[src/rtl/traffic_light_pkg.sv]
// Shared types and helpers for the N-phase traffic-light controller.
// Phase count is capped at 8, so the helpers work on 8-bit vectors.
package traffic_light_pkg;

    typedef enum logic [1:0] {
        GREEN,
        YELLOW,
        ARED,
        FLASH
    } state_e;

    localparam int LAMP_R = 2;
    localparam int LAMP_Y = 1;
    localparam int LAMP_G = 0;
    localparam int MAX_PHASE = 8;

    // Nearest pending phase after ph, wrapping; ph itself is the last
    // candidate. With nothing pending the result is ph+1 mod n.
    function automatic logic [2:0] rr_next(
        input logic [7:0] pend,
        input logic [2:0] ph,
        input int         n
    );
        int         idx;
        logic [2:0] r;
        r = 3'((int'(ph) + 1) % n);
        for (int k = MAX_PHASE; k >= 1; k--) begin
            if (k <= n) begin
                idx = (int'(ph) + k) % n;
                if (pend[idx]) r = 3'(idx);
            end
        end
        return r;
    endfunction

endpackage

[src/rtl/traffic_light_multi_tick_gen.sv]
// Seconds prescaler: one-cycle tick every CLK_DIV clocks.
// clr restarts the count so every interval begins on a fresh second.
module tick_gen #(
    parameter int CLK_DIV = 125000000
) (
    input  logic clk_125M,
    input  logic rst,
    input  logic clr,
    output logic tick
);

    localparam int CW = (CLK_DIV > 1) ? $clog2(CLK_DIV) : 1;

    logic [CW-1:0] cnt_q;

    assign tick = (cnt_q == CW'(CLK_DIV - 1));

    always_ff @(posedge clk_125M or negedge rst) begin
        if (!rst) begin
            cnt_q <= '0;
        end else if (clr || tick) begin
            cnt_q <= '0;
        end else begin
            cnt_q <= cnt_q + CW'(1);
        end
    end

endmodule

[src/rtl/traffic_light_multi.sv]
// N-phase round-robin traffic-light controller with min/max green,
// yellow, all-red clearance and emergency flash; outputs registered.
module traffic_light_multi
    import traffic_light_pkg::*;
#(
    parameter int N_PHASE = 4,
    parameter int CLK_DIV = 125000000,
    parameter int T_GMIN  = 10,
    parameter int T_GMAX  = 40,
    parameter int T_YEL   = 3,
    parameter int T_ARED  = 1,
    parameter int T_W     = 8,
    localparam int PW = (N_PHASE > 1) ? $clog2(N_PHASE) : 1
) (
    input  logic                   clk_125M,
    input  logic                   rst,
    input  logic [N_PHASE-1:0]     req,
    input  logic                   flash,
    output logic [3*N_PHASE-1:0]   lamp,
    output logic [PW-1:0]          phase,
    output logic [T_W-1:0]         remain_s,
    output logic                   busy_flash
);

    localparam logic [T_W-1:0] GMIN_M1 = T_W'(T_GMIN - 1);
    localparam logic [T_W-1:0] GMAX_M1 = T_W'(T_GMAX - 1);
    localparam logic [T_W-1:0] YEL_M1  = T_W'(T_YEL - 1);
    localparam logic [T_W-1:0] ARED_M1 = T_W'(T_ARED - 1);

    state_e                 state_q, state_d;
    logic [PW-1:0]          phase_q, phase_d;
    logic [PW-1:0]          nxt_q, nxt_d;
    logic [N_PHASE-1:0]     pend_q, pend_d;
    logic [T_W-1:0]         sec_q, sec_d;
    logic                   fon_q, fon_d;
    logic [3*N_PHASE-1:0]   lamp_q, lamp_d;
    logic [T_W-1:0]         rem_q, rem_d;
    logic                   busy_q, busy_d;
    logic [N_PHASE-1:0]     other_q, other_d;
    logic                   tick, clr;

    tick_gen #(.CLK_DIV(CLK_DIV)) u_tick (
        .clk_125M (clk_125M),
        .rst      (rst),
        .clr      (clr),
        .tick     (tick)
    );

    always_comb begin
        state_d = state_q;
        phase_d = phase_q;
        nxt_d   = nxt_q;
        sec_d   = sec_q;
        fon_d   = fon_q;
        pend_d  = pend_q | req;
        other_q = pend_q & ~(N_PHASE'(1) << phase_q);

        unique case (state_q)
            GREEN: if (tick) begin
                if (sec_q < GMAX_M1) sec_d = sec_q + T_W'(1);
                if (|other_q && ((sec_q >= GMIN_M1 && !req[phase_q])
                                 || sec_q == GMAX_M1)) begin
                    state_d = YELLOW;
                    nxt_d   = PW'(rr_next(8'(pend_q), 3'(phase_q), N_PHASE));
                end
            end
            YELLOW: if (tick) begin
                if (sec_q == YEL_M1) state_d = ARED;
                else sec_d = sec_q + T_W'(1);
            end
            ARED: if (tick) begin
                if (sec_q == ARED_M1) begin
                    state_d = GREEN;
                    phase_d = nxt_q;
                end else begin
                    sec_d = sec_q + T_W'(1);
                end
            end
            FLASH: begin
                if (tick) fon_d = ~fon_q;
                if (!flash) begin
                    state_d = ARED;
                    nxt_d   = PW'(rr_next(8'(pend_q), 3'(phase_q), N_PHASE));
                end
            end
        endcase

        // Flash overrides any expiry decided above.
        if (flash) begin
            state_d = FLASH;
            phase_d = phase_q;
            nxt_d   = nxt_q;
        end

        clr = (state_d != state_q);
        if (clr) begin
            sec_d = '0;
            if (state_d == FLASH) fon_d = 1'b1;
            if (state_d == GREEN) pend_d[phase_d] = 1'b0;
        end

        lamp_d = '0;
        for (int p = 0; p < N_PHASE; p++) begin
            unique case (state_d)
                GREEN:  lamp_d[3*p + ((p == int'(phase_d)) ? LAMP_G : LAMP_R)] = 1'b1;
                YELLOW: lamp_d[3*p + ((p == int'(phase_d)) ? LAMP_Y : LAMP_R)] = 1'b1;
                ARED:   lamp_d[3*p + LAMP_R] = 1'b1;
                FLASH:  lamp_d[3*p + LAMP_Y] = fon_d;
            endcase
        end

        other_d = pend_d & ~(N_PHASE'(1) << phase_d);
        rem_d   = '0;
        unique case (state_d)
            GREEN:  if (|other_d) rem_d = T_W'(T_GMAX) - sec_d;
            YELLOW: rem_d = T_W'(T_YEL) - sec_d;
            ARED:   rem_d = T_W'(T_ARED) - sec_d;
            FLASH:  rem_d = '0;
        endcase
        busy_d = (state_d == FLASH);
    end

    always_ff @(posedge clk_125M or negedge rst) begin
        if (!rst) begin
            state_q <= ARED;
            phase_q <= PW'(N_PHASE - 1);
            nxt_q   <= '0;
            pend_q  <= '0;
            sec_q   <= '0;
            fon_q   <= 1'b0;
            lamp_q  <= {N_PHASE{3'b100}};
            rem_q   <= T_W'(T_ARED);
            busy_q  <= 1'b0;
        end else begin
            state_q <= state_d;
            phase_q <= phase_d;
            nxt_q   <= nxt_d;
            pend_q  <= pend_d;
            sec_q   <= sec_d;
            fon_q   <= fon_d;
            lamp_q  <= lamp_d;
            rem_q   <= rem_d;
            busy_q  <= busy_d;
        end
    end

    assign lamp       = lamp_q;
    assign phase      = phase_q;
    assign remain_s   = rem_q;
    assign busy_flash = busy_q;

endmodule

[config.mk]
export PLATFORM = sky130hd
export DESIGN_NAME = traffic_light_multi
export DESIGN_NICKNAME = d
export VERILOG_FILES = /design/src/rtl/traffic_light_pkg.sv /design/src/rtl/traffic_light_multi_tick_gen.sv /design/src/rtl/traffic_light_multi.sv
export SDC_FILE = /design/constraint.sdc
export NUM_CORES = 1
export LEC_CHECK = 0
export CAP_MARGIN = 20
export CELL_PAD_IN_SITES_DETAIL_PLACEMENT = 1
export CELL_PAD_IN_SITES_GLOBAL_PLACEMENT = 1
export CORE_MARGIN = 2
export CORE_UTILIZATION = 48
export CTS_BUF_LIST = sky130_fd_sc_hd__clkbuf_4 sky130_fd_sc_hd__clkbuf_8
export DETAILED_ROUTE_END_ITERATION = 10
export GPL_TIMING_DRIVEN = 0
export PLACE_DENSITY = 0.86
export SLEW_MARGIN = 20
export SYNTH_ARGS = -nofsm -noshare
export SYNTH_HDL_FRONTEND = slang
export SYNTH_SLANG_ARGS = --single-unit
[constraint.sdc]
create_clock -name clk_125M -period 4.2 [get_ports clk_125M]
set_input_delay 1.26 -clock clk_125M [delete_from_list [all_inputs] [get_ports clk_125M]]
set_output_delay 1.26 -clock clk_125M [all_outputs]
set_load 0.02 [all_outputs]
# [Word-level counts from Yosys, hierarchy flattened]
# Cells that the tools add are included.
[word_totals] reg_bits=67 inputBits=7 wordCells=203
[classes] n_addsub=15 magnitude_cmp=25 n_eq_ne=15 n_shift=2 mux=91 bitwise=19 reduce_logical=26
[op_table] cell="12-bit bitwise OR" n=6
[op_table] cell="8-bit two-way mux" n=8
[op_table] cell="2-bit two-way mux" n=25
[op_table] cell="1-bit demux with 4-bit select" n=8
[op_table] cell="8-bit one-hot mux with 4 select lines" n=1
[op_table] cell="3-bit by 5-bit less-than comparator with 1-bit output (second input constant)" n=6
[op_table] cell="27-bit by 1-bit adder with 27-bit output (second input constant)" n=1
[op_table] cell="27-bit == test (second input constant)" n=1
[op_table] cell="27-bit two-way mux" n=1
[op_table] cell="1-bit one-hot mux with 3 select lines" n=8
[op_table] cell="8-bit one-hot mux with 3 select lines" n=1
[op_table] cell="1-bit two-way mux" n=22
[op_table] cell="10-bit one-hot mux with 2 select lines" n=1
[op_table] cell="9-bit one-hot mux with 2 select lines" n=1
[op_table] cell="7-bit one-hot mux with 2 select lines" n=1
[op_table] cell="4-bit bitwise AND" n=3
[op_table] cell="1-bit binary-select mux with 3-bit select" n=4
[op_table] cell="4-bit NOT" n=3
[op_table] cell="6-bit one-hot mux with 2 select lines" n=1
[op_table] cell="1-bit logical AND" n=11
[op_table] cell="4-bit by 2-bit adder with 5-bit output (first input constant)" n=2
[op_table] cell="5-bit by 1-bit >= comparator with 1-bit output (second input constant)" n=2
[op_table] cell="2-bit by 5-bit less-than comparator with 1-bit output (second input constant)" n=2
[op_table] cell="4-bit by 5-bit less-than comparator with 1-bit output (second input constant)" n=2
[op_table] cell="other kinds (44)" n=72

# [Depth between registers and ports, before layout]
# Gate-level depths: netlist of run 1.
[logic_depth] word_depth=20 depth_mapped=16

# [By module]
# Synthesis of run 1 repeated with hierarchy kept, for this count alone.
[unflattened] hier_cells=509 area_unflattened_um2=4543.1
[modules_own_cells] mod="traffic_light_multi" n_inst=1 cells_per_inst=350 area_each_um2=3064.2 seq_area_each_um2=1011.0
[modules_own_cells] mod="tick_gen" n_inst=1 cells_per_inst=159 area_each_um2=1478.9 seq_area_each_um2=675.6

# [Worst setup path after synthesis of run 1]
# No wires, ideal clock.
[synth_timing] kind="input port to flip-flop" startpoint="input port req[3]" endpoint="register rem_q[7] (netlist: remain_s[7])" t_arrival_ps=3513 path_slack_ps=536 cell_stages=12 n_path_buf=1 path_cell_list="mux4_2 -> o21ai_1 -> a41oi_1 -> o221a_2 -> and2_1 -> clkbuf_1 -> inv_1 -> ha_1 -> a311o_1 -> a31oi_1 -> o211ai_1 -> o311ai_0"
[synth_rtl] element="start, declared" line="traffic_light_multi.sv:17" text="input logic [N_PHASE-1:0] req,"
[synth_rtl] element="1-bit binary-select mux with 2-bit select *" line="traffic_light_multi.sv:61" text="if (|other_q && ((sec_q >= GMIN_M1 && !req[phase_q])"
[synth_rtl] element="1-bit two-way mux (implied by the code) *" line="traffic_light_multi.sv:61"
[synth_rtl] element="1-bit logical NOT *" line="traffic_light_multi.sv:61"
[synth_rtl] element="1-bit logical AND *" line="traffic_light_multi.sv:61"
[synth_rtl] element="1-bit logical OR *" line="traffic_light_multi.sv:62" text="|| sec_q == GMAX_M1)) begin"
[synth_rtl] element="1-bit logical AND *" line="traffic_light_multi.sv:61"
[synth_rtl] element="2-bit two-way mux *" line="traffic_light_multi.sv:61"
[synth_rtl] element="2-bit two-way mux *" line="traffic_light_multi.sv:59" text="GREEN: if (tick) begin"
[synth_rtl] element="2-bit one-hot mux with 4 select lines *" line="traffic_light_multi.sv:58" text="unique case (state_q)"
[synth_rtl] element="2-bit two-way mux *" line="traffic_light_multi.sv:89" text="if (flash) begin"
[synth_rtl] element="2-bit != test *" line="traffic_light_multi.sv:95" text="clr = (state_d != state_q);"
[synth_rtl] element="8-bit two-way mux *" line="traffic_light_multi.sv:96" text="if (clr) begin"
[synth_rtl] element="net sec_d[2]" line="traffic_light_multi.sv:34" text="logic [T_W-1:0] sec_q, sec_d;"
[synth_rtl] element="6-bit by 8-bit subtractor with 8-bit output" line="traffic_light_multi.sv:115" text="GREEN: if (|other_d) rem_d = T_W'(T_GMAX) - sec_d;"
[synth_rtl] element="8-bit two-way mux" line="traffic_light_multi.sv:115"
[synth_rtl] element="8-bit one-hot mux with 4 select lines *" line="traffic_light_multi.sv:114" text="unique case (state_d)"
[synth_rtl] element="net rem_d[7]" line="traffic_light_multi.sv:37" text="logic [T_W-1:0] rem_q, rem_d;"
[synth_rtl] element="end signal, assigned" line="traffic_light_multi.sv:132" text="rem_q <= T_W'(T_ARED);"
[synth_rtl] element="end signal, assigned" line="traffic_light_multi.sv:142" text="rem_q <= rem_d;"
[synth_rtl] element="end, declared" line="traffic_light_multi.sv:37"
# Mark *: on every way through the listed nets, which the timed path passes. The rest lies on a longest branch. The select of a mux whose other input is x is not followed.
# A chain may end at the register's enable or synchronous reset.

# [Final worst setup path of run 1]
[layout_timing] startpoint="input port req[2]" endpoint="register rem_q[7] (netlist: remain_s[7])"
# The elaborated chain is that of the path after synthesis.

==> impl_metrics.json, run 1 <==
{
  "wl_mm": 13.73,
  "slew_viol_final": 0,
  "antenna_cells": 0,
  "gp_congestion": 0.9076,
  "postPlaceCellArea_um2": 5077,
  "final-setup-viol-count": 0,
  "antenna_found_initial": 0,
  "fin_skew_ps": 10.24,
  "dieHeight_um": 102.0,
  "synth_edf_count": 0,
  "fin_ws_ps": 106.0,
  "drt-vias-per-instance": 6.152,
  "drive_gt1_share_pct": 11.96,
  "maxCapViolations": 0,
  "peakVddDrop_v": 0.0002169,
  "gr-total-overflow": 0,
  "crit_family": "compound AO/OA/AOI/OAI gates",
  "fin_total_pwr_uw": 2277,
  "wl_met3_um": 542,
  "yosys_warnings": 0,
  "drc_errors": 0,
  "p_per_area_nw_per_um2": 423.2,
  "core_um2": 9284,
  "grt_pass1_wl_mm": 23.00,
  "port_buffers": 29,
  "numClockSinks": 67,
  "holdBufCountCts": 0,
  "dp.cells": 672,
  "min_period_ps": 4094,
  "clk_latency_ps": 350,
  "start_util_pct": 49.64,
  "hold_violations": 0,
  "grt_setup_unrepaired": "true",
  "grt_max_degree": 39,
  "wl_per_cell_um": 19.92,
  "synthesis.area_um2": 4608,
  "clock_path_buffers": 2,
  "syn_inst": 513,
  "path_class": "primary input to flop",
  "postSynth.topFlopCell": "dfrtp_1",
  "ctsHtreeMaxLevel": 3,
  "status": "finished clean",
  "grt_use_total_pct": 28.05,
  "async_flop_share_pct": 100.0,
  "pre_cts_ws_ps": -751.1,
  "setup_tns_ps": 0,
  "cp_cell_sequence": "clkdlybuf4s50_1 > mux4_2 > o21ai_4 > a41oi_2 > o221a_2 > and2_1 > clkbuf_1 > inv_2 > ha_4 > a311o_1 > a31oi_1 > o211ai_1 > o311ai_0",
  "max_stage_delay_ps": 540,
  "dr.pass1.iters": 5,
  "end_kind": "flop",
  "grt_pass1_vias": 4548,
  "fin_nets": 582,
  "die-area_um2": 10400,
  "num_rows": 35,
  "drtIter0Drc": 214,
  "top_layer": "met4",
  "clockRootBuffer": "clkbuf_8",
  "cpMaxStageDelayCell": "mux4_2",
  "finalCritPeriodShare_pct": 97.48,
  "worst_slew_pin_slew_ps": 744.4,
  "worstPathRequired_ps": 4400,
  "dr_total_vias": 4239,
  "ys_ff_latch": 67,
  "drtAntennaViolNets": 0,
  "cp.arrival_ps": 4300,
  "path_buf_inv": 3,
  "syn_to_final_growth_pct": 16.78,
  "power_leakage_uw": 0.002221,
  "path_clk_slew_ps": 80,
  "drt-met1-wl_mm": 6.236,
  "pin_count": 30,
  "hold_path_class": "flop to flop",
  "yosysSeqAreaShare_pct": 36.60,
  "synth_area_per_cell_um2": 8.983,
  "fin_area_um2": 5381,
  "dpl.hpwl_mm": 10.14,
  "wl_met2_mm": 6.769,
  "cts_tree": "yes",
  "syn_nets": 539,
  "maxSlewHeadroom_pct": 50.37,
  "netlist-cell-type-count": 76,
  "path_max_fanout": 8,
  "crit_path_start_kind": "primary input",
  "fin_cells": 689,
  "clock.fmax_ghz": 0.2443,
  "fp.dieW_um": 102.0,
  "cts-buffers-inserted": 9
}
## cell usage in the layout, fill, tap and decap left out, types with 8 or more instances in the layout
cell	n
nor2_1	59
dfrtp_1	59
nand2_1	39
clkdlybuf4s50_1	26
inv_1	24
o21ai_0	23
clkbuf_1	18
a21oi_1	18
ha_1	18
xor2_1	17
xnor2_1	17
and3_1	14
nand3_1	14
and2_1	10
a31oi_1	10
nand4_1	9
nor4_1	9
clkbuf_8	9
and4_1	8
dfstp_2	8
## worst reg2reg max path: cells and delay by family, from the launching register on
kind | cells | cell delay (ps)
and+or+nand+nor | 4 | 1510
adders and majority gates | 2 | 390
DFF | 1 | 450
AOI/OAI and AO/OA | 6 | 1050
buffers and inverters | 3 | 440
## logic make-up (layout without fill, tap and decap cells)
logic type | count (synthesis) | count (layout) | synth area share (%)
buffers and inverters | 50 | 97 | 4.263
xor gates and xnor gates | 34 | 34 | 6.462
adders and majority gates | 19 | 19 | 5.159
AOI/OAI and AO/OA | 122 | 122 | 18.65
muxes | 9 | 9 | 2.824
DFF | 67 | 67 | 36.60
and+or+nand+nor | 212 | 212 | 26.04
## through the flow
step | utilization [%] | hold WS, ps
after floorplan | - | 447.3
after global placement | 54.50 | 482.2
after detailed placement | 54.69 | 484.0
after CTS | 57.17 | 509.8
after global routing | 57.97 | 531.5
final | 57.97 | 514.8
## Yosys cell counts, types with 5 or more instances
cell	instances	area share [%]
clkbuf_1	20	1.6
nor4_1	9	1.2
and3_1	14	1.9
a22o_1	5	0.95
or3_1	6	0.81
ha_1	19	5.2
dfstp_2	8	4.6
a21oi_1	19	2.1
inv_1	25	2.0
nand2_1	40	3.3
a41oi_1	6	1.1
a211oi_1	8	1.3
xnor2_1	17	3.2
a21o_1	7	1.1
nand4_1	9	1.2
dfrtp_1	59	32
xor2_1	17	3.2
a31oi_1	10	1.4
and4_1	8	1.5
nor2_1	60	4.9
nand3_1	14	1.5
nor3_1	8	0.87
and2_1	10	1.4
o21ai_0	23	2.5
## flip-flops by register name, summed over array words and instances, names as in the netlist
signal and flops:
busy_flash 1, fon_q 1, state_q 2, phase 2
sec_q 8, u_tick.cnt_q 27, remain_s 8, nxt_q 2
pend_q 4, lamp 12
## power breakdown
group | leakage (uW) | switching [uW] | internal [uW]
sequential | 0.000858 | 64.1 | 757
combinational | 0.00125 | 555 | 302
clock | 0.000110 | 262 | 337
total | 0.00222 | 881 | 1400
## cell type report
class,count,area [um2]
repair buffers,32,327.8
flip-flops and latches,67,1687
clock buffers,10,131.4
clock inverters,5,78.83
inverters,26,97.59
plain buffers,24,101.3
well taps,129,161.4
multi-input cells,396,2796
fillers,1093,3902
## routing by layer
layer  vias to the layer above  GRT usage [%]
met4                         0          7.590
met3                        13          4.104
met1                      2161          37.86
met2                        95          47.37
met5                         -              0
li1                       1970              -
## path summary, 6_finish.rpt
| path | slack, ps | cells past startpoint | to | from |
|---|---|---|---|---|
| worst max-delay path | 110 | 13 | remain_s[7] | req[2] |
| worst min-delay path | 510 | 1 | u_tick.cnt_q[0] | u_tick.cnt_q[0] |
| worst max register to register | 230 | 15 | remain_s[7] | sec_q[0] |
| worst min register to register | 510 | 1 | u_tick.cnt_q[0] | u_tick.cnt_q[0] |
| max in group asynchronous | 2750 | 2 | phase[1] | rst |
| min in group asynchronous | 840 | 1 | u_tick.cnt_q[22] | rst |
## repair_timing
action / CTS / global route
resized for setup: 5 / 15
buffers inserted: 0 / 2
endpoints found under the setup margin: 4 / 6
pin swaps: 0 / 2
(Power assumes the default switching activity.)
==> run 2, diff against run 1 <==
--- a/config.mk
+++ b/config.mk
@@ -14,6 +14,7 @@
 export DETAILED_ROUTE_END_ITERATION = 10
 export GPL_TIMING_DRIVEN = 0
 export PLACE_DENSITY = 0.86
+export SETUP_SLACK_MARGIN = 0.3
 export SLEW_MARGIN = 20
 export SYNTH_ARGS = -nofsm -noshare
 export SYNTH_HDL_FRONTEND = slang
==> run 2 against run 1 <==
Compared with the run above: combinational power rose by 13%; critical path depth fell by 1; largest cell class unchanged; maximum frequency rose by 4.2%; final area rose by 3.2%; worst hold slack got worse by 5.0 ps; largest power group unchanged; critical path type unchanged; worst setup slack improved by 170 ps; sequential power barely moved; first-iteration DRC count rose by 31%.
==> impl_metrics.json, run 2 (synthesized netlist as in run 1, its figures left out) <==
{
  "rrSetupSlack_ps": 360,
  "grt_max_degree": 39,
  "core_um2": 9284,
  "num_rows": 35,
  "start_util_pct": 49.64,
  "gr-total-overflow": 0,
  "drtAntennaViolNets": 0,
  "post-route-util_pct": 59.82,
  "final-setup-viol-count": 0,
  "drt-vias-per-instance": 6.324,
  "grt_setup_unrepaired": "true",
  "rr_endpoint": "remain_s[3]",
  "fill_cells": 1061,
  "fin_cells": 703,
  "p_per_area_nw_per_um2": 432.9,
  "numClockSinks": 67,
  "fp.dieW_um": 102.0,
  "dpl.hpwl_mm": 10.14,
  "antenna_found_initial": 0,
  "end_kind": "flop",
  "wl_per_cell_um": 21.38,
  "startpoint": "req[3]",
  "wl_mm": 15.03,
  "finalCritPeriodShare_pct": 93.51,
  "ctsHtreeMaxLevel": 3,
  "clock.fmax_ghz": 0.2546,
  "dieHeight_um": 102.0,
  "r2r_start": "sec_q[1]",
  "clockRootBuffer": "clkbuf_8",
  "min_period_ps": 3927,
  "drive_gt1_share_pct": 16.55,
  "drtIter0Drc": 281,
  "hold_path_class": "flop to flop",
  "drc_errors": 0,
  "top_register": "u_tick.cnt_q",
  "path_max_fanout": 10,
  "cts_tree": "yes",
  "crit_path_start_kind": "primary input",
  "fin_skew_ps": 13.11,
  "multi_input_area_um2": 2872,
  "port_buffers": 29,
  "cts-buffers-inserted": 9,
  "r2r_cells": 11,
  "seq_area_um2": 1689,
  "largest_register_ffs": 27,
  "grt_pass1_vias": 4670,
  "final_cell_mix": "nor2_1, dfrtp_1, nand2_1",
  "grt_use_total_pct": 29.07,
  "antenna_cells": 0,
  "die-area_um2": 10400,
  "dr.pass1.iters": 5,
  "hold_violations": 0,
  "syn_to_final_growth_pct": 20.53,
  "worst_slew_pin_slew_ps": 758.9,
  "dr_total_vias": 4446,
  "clock_path_buffers": 2,
  "maxCapViolations": 0,
  "path_class": "primary input to flop",
  "pin_count": 30,
  "clk_latency_ps": 360,
  "power_leakage_uw": 0.002303,
  "path_clk_slew_ps": 80,
  "slew_viol_final": 0,
  "gp_congestion": 0.9076,
  "status": "finished clean",
  "holdBufCountCts": 0,
  "worstPathRequired_ps": 4470,
  "grt_pass1_wl_mm": 23.72,
  "cp.arrival_ps": 4200,
  "dp.cells": 672,
  "fin_nets": 596,
  "maxSlewHeadroom_pct": 49.41,
  "peakVddDrop_v": 0.0002214,
  "endpoint": "remain_s[6]",
  "final_common_cell": "nor2_1"
}
## run 2: changes by cell type in the layout (fill, tap and decap cells not counted), moves of 2 or more
cell	previous run	this run
clkbuf_1	18	16
dfrtp_1	59	57
dlymetal6s2s_1	2	0
dlygate4sd2_1	0	4
clkdlybuf4s50_1	26	23
nor4_1	9	7
buf_4	3	17
dfrtp_2	0	2
nor4_2	0	2
clkbuf_2	1	4
a211oi_1	7	5
## run 2: metal layers
layer  part of all wire, %  up-vias  global-route usage [%]
li1                      -     1998                       -
met1                    45     2302                   38.90
met2                    49      126                   48.08
met3                   4.4       20                   5.404
met4                   1.4        0                   9.026
met5                     0        -                       0
## run 2: metrics by stage
step | total power, uW | setup WS (ps) | instance area (um2) | setup TNS [ps] | hold WS (ps)
after floorplan | 1315 | 536.2 | 4608 | 0 | 447.3
after global placement | 1614 | -642.4 | 5060 | -27780 | 482.2
after detailed placement | 1648 | -751.1 | 5077 | -7569 | 484.0
after CTS | 2290 | 309.2 | 5408 | 0 | 509.8
after global routing | 2513 | 188.0 | 5554 | 0 | 530.2
final | 2404 | 272.8 | 5554 | 0 | 509.8
## run 2: report_power, final
group / total [uW] / leakage [uW] / internal, uW / switching [uW]
clock network: 609 / 0.000110 / 337 / 272
registers: 823 / 0.000855 / 757 / 65.8
logic: 972 / 0.00134 / 360 / 613
total: 2400 / 0.00230 / 1450 / 951
## run 2: critical path, cell delays in order
cell and delay (ps):
dlygate4sd2_1 280, mux4_2 540, o21ai_4 180, buf_4 150, a311oi_2 140, nor4_4 430
inv_2 130, or3_1 410, buf_6 160, a31o_1 220, a22o_1 210, o32ai_2 80
## run 2: how the worst min path moves through the flow
stage / from / endpoint / slack (ps) / cells after the start
global route: u_tick.cnt_q[0] / u_tick.cnt_q[0] / 530 / 1
finish: u_tick.cnt_q[0] / u_tick.cnt_q[0] / 510 / 1
detailed placement: u_tick.cnt_q[0] / u_tick.cnt_q[0] / 480 / 1
CTS: u_tick.cnt_q[0] / u_tick.cnt_q[0] / 510 / 1
global placement: u_tick.cnt_q[0] / u_tick.cnt_q[0] / 480 / 1
floorplan: u_tick.cnt_q[0] / u_tick.cnt_q[0] / 450 / 1
## run 2: final cells by class
cell class	count	area share (%)
sequential	67	30.41
timing repair buffer	46	7.524
clock buffer	10	2.365
multi-input combinational	396	51.70
clock inverter	5	1.419
tap	129	2.906
buffer	24	1.915
inverter	26	1.757
## run 2: repair_timing
action                                 CTS  global route
pin swaps                                8             5
gates resized for setup                 24            21
setup buffers                            7             9
endpoints found under the hold margin    0             0
setup endpoints to repair               27             8
==> run 3, diff against run 2 <==
--- a/config.mk
+++ b/config.mk
@@ -5,15 +5,16 @@
 export SDC_FILE = /design/constraint.sdc
 export NUM_CORES = 1
 export LEC_CHECK = 0
+export ABC_AREA = 1
 export CAP_MARGIN = 20
 export CELL_PAD_IN_SITES_DETAIL_PLACEMENT = 1
 export CELL_PAD_IN_SITES_GLOBAL_PLACEMENT = 1
 export CORE_MARGIN = 2
-export CORE_UTILIZATION = 48
+export CORE_UTILIZATION = 45
 export CTS_BUF_LIST = sky130_fd_sc_hd__clkbuf_4 sky130_fd_sc_hd__clkbuf_8
 export DETAILED_ROUTE_END_ITERATION = 10
 export GPL_TIMING_DRIVEN = 0
-export PLACE_DENSITY = 0.86
+export PLACE_DENSITY = 0.85
 export SETUP_SLACK_MARGIN = 0.3
 export SLEW_MARGIN = 20
 export SYNTH_ARGS = -nofsm -noshare
==> run 3 against run 2 <==
Compared with the run above: combinational power up 17%; worst setup slack better by 320 ps; total power is 5.5% higher; register-to-register slack improved by 600 ps; die area rose by 7.1%; largest cell class unchanged.
==> impl_metrics.json, run 3 <==
{
  "largest_register_ffs": 27,
  "maxCapViolations": 0,
  "clk_latency_ps": 370,
  "worst_slew_pin_slew_ps": 808.2,
  "maxSlewHeadroom_pct": 45.62,
  "slew_viol_final": 0,
  "status": "finished clean",
  "finalCritPeriodShare_pct": 85.97,
  "gp_congestion": 0.8618,
  "critPathMostFrequentCell": "nand2_1",
  "dieHeight_um": 105.5,
  "p_int_uw": 1455,
  "synth_area_leaders": "dfrtp_1, nand2_1, nand3_1",
  "start_util_pct": 45.54,
  "clock.fmax_ghz": 0.2770,
  "ys_ff_latch": 67,
  "power_frac_comb_pct": 45.0,
  "top_register": "u_tick.cnt_q",
  "yosysSeqAreaShare_pct": 36.36,
  "port_buffers": 29,
  "syn_inst": 649,
  "dr_total_vias": 4404,
  "grt_use_total_pct": 24.98,
  "antenna_cells": 0,
  "ctsHtreeMaxLevel": 3,
  "numClockSinks": 67,
  "switchingPower_uw": 1082,
  "drive_gt1_share_pct": 12.14,
  "drtAntennaViolNets": 0,
  "rr_endpoint": "remain_s[5]",
  "netlist-cell-type-count": 43,
  "cts-buffers-inserted": 9,
  "startpoint": "req[1]",
  "grt_max_degree": 51,
  "path_max_fanout": 10,
  "min_period_ps": 3611,
  "path_clk_slew_ps": 80,
  "syn_to_final_growth_pct": 15.81,
  "max_stage_delay_ps": 530,
  "num_rows": 37,
  "gr-total-overflow": 0,
  "clockRootBuffer": "clkbuf_8",
  "dr.pass1.iters": 4,
  "core_um2": 10180,
  "grt_pass1_wl_mm": 22.25,
  "crit_path_start_kind": "primary input",
  "hold_path_class": "flop to flop",
  "synth.most_common_cell": "nand2_1",
  "drt-vias-per-instance": 5.268,
  "synth_area_per_cell_um2": 7.147,
  "cpMaxStageDelayCell": "clkdlybuf4s50_1",
  "setup_tns_ps": 0,
  "peakVddDrop_v": 0.0003727,
  "wl_per_cell_um": 15.53,
  "synth_top_area_share_pct": 31.83,
  "drc_errors": 0,
  "async_flop_share_pct": 100.0,
  "clock_path_buffers": 2,
  "path_class": "primary input to flop",
  "grt_setup_unrepaired": "false",
  "final_cell_mix": "nand2_1, nor2_1, inv_1",
  "postSynth.topFlopCell": "dfrtp_1",
  "final-setup-viol-count": 0,
  "post-route-util_pct": 52.74,
  "yosys_warnings": 0,
  "pin_count": 30,
  "synth_edf_count": 0,
  "cp.arrival_ps": 3870,
  "fin_skew_ps": 9.694,
  "fin_nets": 721,
  "synth_area_leader_cell": "dfrtp_1",
  "dpl.hpwl_mm": 10.11,
  "swShare_pct": 42.66,
  "worstPathRequired_ps": 4460,
  "p_per_area_nw_per_um2": 472.3,
  "synth_common_cells": "nand2_1, nor2_1, inv_1",
  "synthesis.area_um2": 4638,
  "final_common_cell": "nand2_1",
  "grt_pass1_vias": 4723,
  "pwr-share-clk_pct": 22.4,
  "end_kind": "flop",
  "die-area_um2": 11140,
  "endpoint": "remain_s[5]",
  "seq_power_share_pct": 32.7,
  "syn_nets": 675,
  "hold_violations": 0,
  "wl_mm": 12.99,
  "antenna_found_initial": 0,
  "r2r_cells": 22,
  "drtIter0Drc": 134,
  "rrSetupSlack_ps": 960,
  "power_leakage_uw": 0.002660,
  "cp_cell_sequence": "clkdlybuf4s50_1 > nand2_1 > nand3_1 > nand2_1 > nand2_1 > nand2_1 > nand3_1 > nand3_1 > nand2_1 > inv_1 > nand2_2 > buf_6 > nand2_4 > nand2_4 > nor2_8 > nand2_2 > ha_2 > nand2_2 > a21oi_1 > inv_1 > nand2_1 > nand2_1 > nand2_1 > nand2_1",
  "cts_tree": "yes",
  "holdWs_ps": 500.4,
  "fp.dieW_um": 105.5,
  "r2r_start": "state_q[0]"
}
[run 3: cell count changes after synthesis, sizes merged, moves of 9 or more]
cell and change:
nand2 +145, inv +57, nand3 +55, nor2 +29
clkbuf -18, and3 -14, o21ai +11, xnor2 -11
and2 -10, and4 -9
[run 3: logic make-up after synthesis]
group | count (synthesis) | synth area share, %
AO/OA/AOI/OAI | 69 | 8.794
XOR/XNOR | 24 | 4.532
adder cells (fa/ha/maj) | 19 | 5.125
buffers and inverters | 95 | 8.228
flip-flops | 67 | 36.36
multiplexers | 1 | 0.2428
AND/OR/NAND/NOR | 374 | 36.71
[run 3: what timing repair did]
action                                  4_1_cts  5_1_grt
gates resized for setup                       0        2
endpoints found under the setup margin        0        5
hold endpoints to repair                      0        0
setup buffers                                 0        5
hold buffers                                  0        0
[run 3: area by class of cell]
cell class	instances	area (um2)
repair buffers	35	352.8
inverters	85	319.1
plain buffers	10	62.56
multi-input cells	487	2575
flip-flops and latches	67	1687
clock buffers	10	131.4
fillers	1335	4813
clock inverters	6	73.82
well taps	136	170.2
[run 3: per-stage QoR]
step | std cells | total power (uW) | setup WS (ps) | instance area (um2)
after global placement | 814 | 1875 | -380.6 | 5099
after floorplan | 649 | 1533 | 971.5 | 4638
after detailed placement | 815 | 1918 | 27.11 | 5124
after global routing | 836 | 2702 | 305.9 | 5371
after CTS | 831 | 2502 | 409.4 | 5329
final | 836 | 2537 | 589.4 | 5371
[run 3: worst min path at each step]
stage                                  to  slack (ps)  depth (start not counted)            start
after global placement    u_tick.cnt_q[0]         450                          1  u_tick.cnt_q[0]
final                     u_tick.cnt_q[0]         500                          1  u_tick.cnt_q[0]
after floorplan           u_tick.cnt_q[0]         430                          1  u_tick.cnt_q[0]
after global routing      u_tick.cnt_q[0]         520                          1  u_tick.cnt_q[0]
after detailed placement  u_tick.cnt_q[0]         480                          1  u_tick.cnt_q[0]
after CTS                 u_tick.cnt_q[0]         490                          1  u_tick.cnt_q[0]
[run 3: metal layers]
metal / vias to the layer above / part of all wire, % / track usage [%]
li1: 2175 / - / -
met1: 2157 / 43 / 28.50
met2: 50 / 52 / 46.04
met3: 22 / 2.9 / 5.318
met4: 0 / 2.1 / 8.459
met5: - / 0 / 0
[run 3: critical path, delay by kind of cell]
family                     cells  cell delay [ps]
buffers and inverters          4              790
and+or+nand+nor               18             1350
AOI/OAI and AO/OA              1              200
adders and majority gates      1              280
[run 3: power by group through the flow]
| stage | Clock, uW | Sequential, uW | Combinational (uW) |
|---|---|---|---|
| 2_1_floorplan | 0 | 916 | 617 |
| 3_3_place_gp | 0 | 830 | 1040 |
| 3_5_place_dp | 0 | 839 | 1080 |
| 4_1_cts | 579 | 829 | 1090 |
| 5_1_grt | 606 | 840 | 1260 |
| 6_report | 567 | 829 | 1140 |
